===== src/rtl/conv_layer_sequencer_if.sv =====
// rtl/conv_layer_sequencer_if.sv - control, bias and datapath-valid signals of the conv layer sequencer
interface conv_layer_sequencer_if #(
    parameter int OC_W  = 9,
    parameter int PIX_W = 8
);
    logic             start;
    logic             busy;
    logic             done;
    logic             bias_load;
    logic [OC_W-1:0]  bias_addr;
    logic             bias_ack;
    logic             valid_in_bias;
    logic [PIX_W-1:0] pix_addr;
    logic [OC_W-1:0]  oc_idx;
    logic             valid_out;
    logic             out_pop;
    logic             err;

    // master is the surrounding layer logic and datapath; slave is the sequencer
    modport master (
        output start, bias_ack, valid_out, out_pop,
        input  busy, done, bias_load, bias_addr, valid_in_bias, pix_addr, oc_idx, err
    );

    modport slave (
        input  start, bias_ack, valid_out, out_pop,
        output busy, done, bias_load, bias_addr, valid_in_bias, pix_addr, oc_idx, err
    );
endinterface


===== src/rtl/conv_layer_sequencer.sv =====
// rtl/conv_layer_sequencer.sv - per-channel bias load, credit-throttled pixel issue and drain for one conv layer
module conv_layer_sequencer #(
    parameter int NUM_OC  = 512,
    parameter int NUM_PIX = 196,
    parameter int CREDITS = 8,
    parameter int OC_W    = $clog2(NUM_OC),
    parameter int PIX_W   = $clog2(NUM_PIX + 1),
    parameter int CR_W    = $clog2(CREDITS + 1)
) (
    input  logic                  clk,
    input  logic                  rst,
    conv_layer_sequencer_if.slave bus
);

    typedef enum logic [2:0] {
        S_IDLE,
        S_LOAD_BIAS,
        S_RUN,
        S_DRAIN,
        S_DONE
    } state_t;

    state_t           state, state_next;
    logic [OC_W-1:0]  oc, oc_next;
    logic [PIX_W-1:0] issue_cnt, issue_cnt_next;
    logic [PIX_W-1:0] ret_cnt, ret_cnt_next;
    logic [CR_W-1:0]  outstanding, outstanding_next;

    logic busy_q, busy_next;
    logic done_q, done_next;
    logic bias_load_q, bias_load_next;
    logic valid_q, valid_next;
    logic err_q, err_next;

    logic issue;
    logic pop_ok;

    always_ff @(posedge clk) begin
        if (rst) begin
            state       <= S_IDLE;
            oc          <= '0;
            issue_cnt   <= '0;
            ret_cnt     <= '0;
            outstanding <= '0;
            busy_q      <= 1'b0;
            done_q      <= 1'b0;
            bias_load_q <= 1'b0;
            valid_q     <= 1'b0;
            err_q       <= 1'b0;
        end else begin
            state       <= state_next;
            oc          <= oc_next;
            issue_cnt   <= issue_cnt_next;
            ret_cnt     <= ret_cnt_next;
            outstanding <= outstanding_next;
            busy_q      <= busy_next;
            done_q      <= done_next;
            bias_load_q <= bias_load_next;
            valid_q     <= valid_next;
            err_q       <= err_next;
        end
    end

    always_comb begin
        state_next       = state;
        oc_next          = oc;
        issue_cnt_next   = issue_cnt;
        ret_cnt_next     = ret_cnt;
        outstanding_next = outstanding;
        err_next         = err_q;

        // valid_q is only ever high in RUN with a free credit, so it is the issue strobe
        issue  = valid_q;
        pop_ok = bus.out_pop && (outstanding != '0);

        if (bus.out_pop && (outstanding == '0)) begin
            err_next = 1'b1;
        end

        // Results are only legal while this channel still expects some
        if (bus.valid_out) begin
            if (((state == S_RUN) || (state == S_DRAIN)) && (ret_cnt != PIX_W'(NUM_PIX))) begin
                ret_cnt_next = ret_cnt + 1'b1;
            end else begin
                err_next = 1'b1;
            end
        end

        if (issue && !pop_ok) begin
            outstanding_next = outstanding + 1'b1;
        end else if (!issue && pop_ok) begin
            outstanding_next = outstanding - 1'b1;
        end

        case (state)
            S_IDLE: begin
                if (bus.start) begin
                    state_next     = S_LOAD_BIAS;
                    oc_next        = '0;
                    issue_cnt_next = '0;
                    ret_cnt_next   = '0;
                end
            end
            S_LOAD_BIAS: begin
                if (bus.bias_ack) begin
                    state_next = S_RUN;
                end
            end
            S_RUN: begin
                if (issue) begin
                    issue_cnt_next = issue_cnt + 1'b1;
                    if (issue_cnt == PIX_W'(NUM_PIX - 1)) begin
                        state_next = S_DRAIN;
                    end
                end
            end
            S_DRAIN: begin
                // Bias may only change once every in-flight result of this channel is back
                if (ret_cnt == PIX_W'(NUM_PIX)) begin
                    if (oc == OC_W'(NUM_OC - 1)) begin
                        state_next = S_DONE;
                    end else begin
                        state_next     = S_LOAD_BIAS;
                        oc_next        = oc + 1'b1;
                        issue_cnt_next = '0;
                        ret_cnt_next   = '0;
                    end
                end
            end
            S_DONE: begin
                state_next     = S_IDLE;
                oc_next        = '0;
                issue_cnt_next = '0;
            end
            default: begin
                state_next = S_IDLE;
            end
        endcase

        // Outputs are registered from the next state so they align with the state they describe
        busy_next      = (state_next != S_IDLE);
        done_next      = (state_next == S_DONE);
        bias_load_next = (state_next == S_LOAD_BIAS);
        valid_next     = (state_next == S_RUN) && (outstanding_next < CR_W'(CREDITS));
    end

    assign bus.busy          = busy_q;
    assign bus.done          = done_q;
    assign bus.bias_load     = bias_load_q;
    assign bus.bias_addr     = oc;
    assign bus.valid_in_bias = valid_q;
    assign bus.pix_addr      = issue_cnt;
    assign bus.oc_idx        = oc;
    assign bus.err           = err_q;

endmodule


===== src/flat_wrapper.sv =====
// flat-port wrapper written by rule: the top's interface ports become plain ports
module conv_layer_sequencer_flat 
#(
    parameter int NUM_OC  = 512,
    parameter int NUM_PIX = 196,
    parameter int CREDITS = 8,
    parameter int OC_W    = $clog2(NUM_OC),
    parameter int PIX_W   = $clog2(NUM_PIX + 1),
    parameter int CR_W    = $clog2(CREDITS + 1)
)
  (clk, rst, bus_start, bus_bias_ack, bus_valid_out, bus_out_pop, bus_busy, bus_done, bus_bias_load, bus_bias_addr, bus_valid_in_bias, bus_pix_addr, bus_oc_idx, bus_err);
  conv_layer_sequencer_if #(.OC_W(OC_W), .PIX_W(PIX_W)) bus_i ();
  input  logic clk;
  input  logic rst;
  input wire logic [$bits(bus_i.start)-1:0] bus_start;
  input wire logic [$bits(bus_i.bias_ack)-1:0] bus_bias_ack;
  input wire logic [$bits(bus_i.valid_out)-1:0] bus_valid_out;
  input wire logic [$bits(bus_i.out_pop)-1:0] bus_out_pop;
  output wire logic [$bits(bus_i.busy)-1:0] bus_busy;
  output wire logic [$bits(bus_i.done)-1:0] bus_done;
  output wire logic [$bits(bus_i.bias_load)-1:0] bus_bias_load;
  output wire logic [$bits(bus_i.bias_addr)-1:0] bus_bias_addr;
  output wire logic [$bits(bus_i.valid_in_bias)-1:0] bus_valid_in_bias;
  output wire logic [$bits(bus_i.pix_addr)-1:0] bus_pix_addr;
  output wire logic [$bits(bus_i.oc_idx)-1:0] bus_oc_idx;
  output wire logic [$bits(bus_i.err)-1:0] bus_err;
  assign bus_i.start = bus_start;
  assign bus_i.bias_ack = bus_bias_ack;
  assign bus_i.valid_out = bus_valid_out;
  assign bus_i.out_pop = bus_out_pop;
  assign bus_busy = bus_i.busy;
  assign bus_done = bus_i.done;
  assign bus_bias_load = bus_i.bias_load;
  assign bus_bias_addr = bus_i.bias_addr;
  assign bus_valid_in_bias = bus_i.valid_in_bias;
  assign bus_pix_addr = bus_i.pix_addr;
  assign bus_oc_idx = bus_i.oc_idx;
  assign bus_err = bus_i.err;
  conv_layer_sequencer #(.NUM_OC(NUM_OC), .NUM_PIX(NUM_PIX), .CREDITS(CREDITS), .OC_W(OC_W), .PIX_W(PIX_W), .CR_W(CR_W)) u_core (.clk(clk), .rst(rst), .bus(bus_i));
endmodule

===== config.mk =====
export PLATFORM = sky130hd
export DESIGN_NAME = conv_layer_sequencer_flat
export DESIGN_NICKNAME = d
export VERILOG_FILES = /design/src/rtl/conv_layer_sequencer_if.sv /design/src/rtl/conv_layer_sequencer.sv /design/src/flat_wrapper.sv
export SDC_FILE = /design/constraint.sdc
export NUM_CORES = 1
export LEC_CHECK = 0
export CORE_UTILIZATION = 47
export CTS_CLUSTER_DIAMETER = 200
export DETAILED_ROUTE_END_ITERATION = 8
export GPL_TIMING_DRIVEN = 1
export PLACE_DENSITY_LB_ADDON = 0.05
export RECOVER_POWER = 100
export SYNTH_ARGS = -nofsm -noshare
export SYNTH_HDL_FRONTEND = slang
export SYNTH_SLANG_ARGS = --single-unit

===== constraint.sdc =====
create_clock -name clk -period 2.05 [get_ports clk]
set_input_delay 0.41 -clock clk [delete_from_list [all_inputs] [get_ports clk]]
set_output_delay 0.41 -clock clk [all_outputs]
set_load 0.05 [all_outputs]

# Word level (Yosys, flattened, before mapping)
# Cells that the tools add are included.
# totals
romBits,0
output_inout_bits,31
word_cells,75
n_memories,0
mem_bits_rw,0
input_bits,6
latchBits,0
ff_bits,37
# classes
multipliers,0
muxes,27
shift,0
order_cmp,1
n_reduce_logical,17
n_bitwise,0
n_div,0
addsub,5
eq_ne,15
# op_table
operator,count
2-to-1 mux 8 bit,9
one-hot mux 8 bit (4 select lines),1
2-to-1 mux 9 bit,3
one-hot mux 9 bit (3 select lines),1
2-to-1 mux 3 bit,6
adder 8 x 1 -> 8 bit (second input constant),2
equality test 8 bit (second input constant),2
one-hot mux 8 bit (2 select lines),1
one-hot mux 3 bit (4 select lines),1
adder 9 x 1 -> 9 bit (second input constant),1
equality test 3 x 2 -> 1 bit (second input constant),3
equality test 9 bit (second input constant),1
2-to-1 mux 4 bit,2
inequality test 8 bit (second input constant),1
nonzero test 4 bit,2
equality test 3 x 1 -> 1 bit (second input constant),2
equality test 3 bit (second input constant),2
logical AND 1 bit,6
inequality test 2 bit (second input constant),3
nonzero test 3 bit,2
AND reduction 5 bit,1
adder 4 x 1 -> 4 bit (second input constant),1
zero test 4 bit,1
less-than comparator 4 bit (second input constant),1
other kinds (7),10

# Longest topological paths before layout
# depth
word_depth,8
mapped_depth,10

# Worst setup path after synthesis
# Ideal clock, no wire load.
# synth_timing
kind,flip-flop to flip-flop
startpoint,register u_core.oc[2] (netlist: u_core.bus.bias_addr[2])
endpoint,register u_core.issue_cnt[6] (netlist: u_core.bus.pix_addr[6])
t_arrival_ps,2036
n_path_buf,0
slack_ps,-102
t_required_ps,1935
path_stages_with_launch,10
cell_sequence,dfxtp_1 -> and4_1 -> nand2_1 -> nor2_1 -> ha_1 -> a22oi_1 -> o21ai_1 -> a2111oi_4 -> xnor2_1 -> nor2_1
# synth_via
elab_chain_cells,3
# synth_lines
element,line,source
"start, declared",conv_layer_sequencer.sv:24,"logic [OC_W-1:0] oc, oc_next;"
"start signal, assigned",conv_layer_sequencer.sv:52,oc <= oc_next;
equality test 9 bit,conv_layer_sequencer.sv:120,if (oc == OC_W'(NUM_OC - 1)) begin
inequality test 2 bit (no line),--,
AND reduction 5 bit (no line),--,
"end signal, assigned",conv_layer_sequencer.sv:53,issue_cnt <= issue_cnt_next;
"end, declared",conv_layer_sequencer.sv:25,"logic [PIX_W-1:0] issue_cnt, issue_cnt_next;"
# No other way between the ends.
# A chain may end at the register's enable or synchronous reset.

# Worst setup path in the final report
# layout_timing
startpoint,register u_core.issue_cnt[2] (netlist: u_core.bus.pix_addr[2])
endpoint,output port bus_pix_addr[2]
# layout_rtl
element,line,source
"end, declared",flat_wrapper.sv:24,output wire logic [$bits(bus_i.pix_addr)-1:0] bus_pix_addr;
# No word-level cell between the ends.

==> summary.txt <==
Logic synthesis
  • Synthesis-stage register bit count: 37
  • Mapped Cells: 226
  • Yosys top cell area share: 37.26%
  • Post-synthesis sequential area ratio: between 30 and 40%
  • Top FF cell, synth: dfxtp_1
  • Number of synthesized flops with an enable pin: 0
  • Syn Std Cell Area: roughly 0.0020 sq mm
  • Net Count, Synth: 242
  • Synth warnings: 0
  • Syn_area_per_cell: around 9 sq um
  • Synth cell types: 47
  • Yosys top cell by area: dfxtp_1
  • Asr flop ratio synth: 0%
  • Top post-synthesis cells by area: dfxtp_1, xnor2_1, ha_1

Detailed routing
  • Pre-Repair DR Iteration Count: 4
  • Routed WL per cell: 13.18 microns
  • DR vias/cell: 5.307
  • Total number of vias: 1693
  • Final wirelength: 4204 microns
  • Residual DRC: 0
  • Final antenna-violating net count: 0
  • Detailed Route Iter0 Violations: 64

Placed design
  • Final HPWL DP: between 2000 and 3000 microns
  • Gp weighted congestion: 0.7468
  • Port bufs: 36
  • Placed cell count: 311

Floorplanning
  • CORE AREA: 0.004029 sq mm
  • Die area: 0.004494 sq mm
  • Die height: 67.04 microns
  • Rows: 23
  • IO Count: 37
  • Starting Density: 49.35%
  • Die Span X: around 67 microns

STA
  • Worst Tran Pin Value: 0.5908 ns
  • # setup viols final: 0
  • Part of the cycle the worst path needs: slightly below 100%
  • Slew Limit Fails: 0
  • Setup TNS: 0 ns
  • Fmax: around 500 MHz
  • Final hold viol count: 0
  • Fin crit period: 1.990 ns
  • Worst slew margin: 60.78%
  • Fin Clk Skew: 0.007450 ns

Worst setup path
  • CP max stage cell: clkdlybuf4s50_1
  • Setup crit start kind: flop
  • Worst Path Max Fanout: 6
  • Cell class contributing the biggest share of worst-path delay: buffers and inverters
  • Required time worst endpoint: 1.64 ns
  • Crit end category: output port
  • CP bufs+invs: 1
  • CP Cell Sequence: clkdlybuf4s50_1
  • WP data arrival: 1.58 ns
  • Delay of the slowest cell on the worst path: 0.84 ns
  • Critical path class: flop to output port

Outcome
  • Status: complete, no violations

Hold path
  • HP Class: flop to flop

Final layout
  • Final #Nets: ~290
  • Post-Layout Cell Count: 319
  • N_diodes: 0
  • Share of cells above drive strength 1: 17.47%
  • Fin util: 63.66%
  • Layout area overhead: 29.01%

Global routing
  • Grt total ovfl: 0
  • Vias in the first global route: 1490
  • Largest net degree at the start of global routing: 12
  • First-pass GRT wire length: 6617 microns
  • All-Layer GR Usage: between 10% and 20%
  • Initial antenna violation count: 0

CTS
  • CTS tree: yes
  • Clk slew on worst S/H paths: 0.08 ns
  • Depth of the CTS H-tree: 2
  • Hold Buf Count CTS: 0
  • Clock Path Buffers: 2
  • Root Buffer: clkbuf_8
  • Clock sinks: 37
  • Clock buffer count from CTS: 5
  • Worst skew pair latency: about 0.29 ns

Power and ir drop
  • Overall Power: 0.001934 W
  • LEAKAGE: just under 1 nW
  • PD cells: about 750 mW/mm^2
  • VDD IR max: roughly 0.00045 V

Job
  • MaxCap Viol Count: 0
[cells in the mapped netlist, types with 2 or more instances]
library cell  number
buf_4             10
buf_6              2
a211oi_1           6
a22oi_1            2
nand4_1            4
dfxtp_1           37
and3_1             6
o21ai_0            4
clkbuf_1           2
nor4_1             2
inv_1             10
mux2i_1            2
buf_2              2
a21oi_1           13
nand3_1            7
o21a_1             2
xnor2_1           21
nor3_1             5
ha_1              10
nand2_1           15
nand2b_1           5
a211oi_2           2
nor2_1            33
[tightest hold or removal path: stages (launching register included)]
cell,delay [ns]
dfxtp_1,0.33
a221oi_1,0.05
nor2_1,0.08
[logic make-up (layout without fill, tap and decap cells)]
kind of cell,after synthesis,count (layout),synth area share [%]
AND/OR/NAND/NOR,90,90,23.85
AO/OA/AOI/OAI,40,40,14.66
buffers and inverters,26,69,7.678
flip-flops,37,37,37.26
multiplexers,2,2,1.007
XOR/XNOR,21,21,9.251
adder cells (fa/ha/maj),10,10,6.293
[registers in the layout, summed over array words and instances (netlist names)]
| name | cells |
|---|---|
| u_core.state | 3 |
| u_core.bus.done | 1 |
| u_core.bus.busy | 1 |
| u_core.bus.pix_addr | 8 |
| u_core.outstanding | 4 |
| u_core.bus.bias_load | 1 |
| u_core.bus.valid_in_bias | 1 |
| u_core.ret_cnt | 8 |
| u_core.bus.bias_addr | 9 |
| u_core.bus.err | 1 |
[per-layer routing]
layer,global-route usage [%],vias to the layer above,routed length [microns]
met5,0,-,0
met4,7.181,0,68
met3,5.137,7,198
met2,32.88,41,1937
met1,24.43,788,2000
li1,-,857,-
[report_power, final]
group	leakage [nW]	switching (W)	internal, W
logic	0.629	0.000319	0.000283
clock network	0.0443	0.000260	0.000267
registers	0.302	0.0000362	0.000768
total	0.975	0.000616	0.00132
[final cells by class]
type	count	area, sq um
sequential	37	748.2
tap	50	62.56
inverter	10	37.54
clock buffer	7	86.33
fill	359	1464
timing repair buffer	52	467.9
multi-input combinational	163	1162
[per-stage QoR]
step	hold slack (ns)	setup WS (ns)	instance area, sq um
final	0.4936	0.05973	2565
after global routing	0.5271	-0.03616	2565
after CTS	0.4980	0.009339	2510
after detailed placement	0.4718	0.007605	2416
after global placement	0.4777	0.05289	2416
after floorplan	0.4755	0.05266	1996
[worst paths after layout]
| kind | from | endpoint | slack, ns | depth (start not counted) |
|---|---|---|---|---|
| worst min register to register | u_core.bus.err | u_core.bus.err | 0.49 | 2 |
| worst max-delay path | u_core.bus.pix_addr[2] | bus_pix_addr[2] | 0.06 | 1 |
| worst max register to register | u_core.outstanding[1] | u_core.bus.valid_in_bias | 0.09 | 9 |
| worst min-delay path | u_core.bus.err | u_core.bus.err | 0.49 | 2 |
[what timing repair did]
action / 4_1_cts / 5_1_grt
setup buffers: 0 / 1
setup endpoints to repair: 1 / 30
pin swaps: 0 / 3
resized for setup: 1 / 17
endpoints found under the hold margin: 0 / 0
[layout by cell type, fill, tap and decap left out, types with 3 or more instances in the layout]
cell type	synthesis	final
nor2_1	33	33
dfxtp_1	37	33
xnor2_1	21	21
clkdlybuf4s50_1	0	21
buf_4	10	16
nand2_1	15	15
dlygate4sd3_1	0	13
a21oi_1	13	12
inv_1	10	10
nand3_1	7	8
ha_1	10	7
a211oi_1	6	6
and3_1	6	6
clkbuf_8	0	6
nor3_1	5	5
o21ai_0	4	4
nand4_1	4	4
nand2b_1	5	3
clkbuf_1	2	3
dfxtp_2	0	3
(Power assumes the default switching activity.)
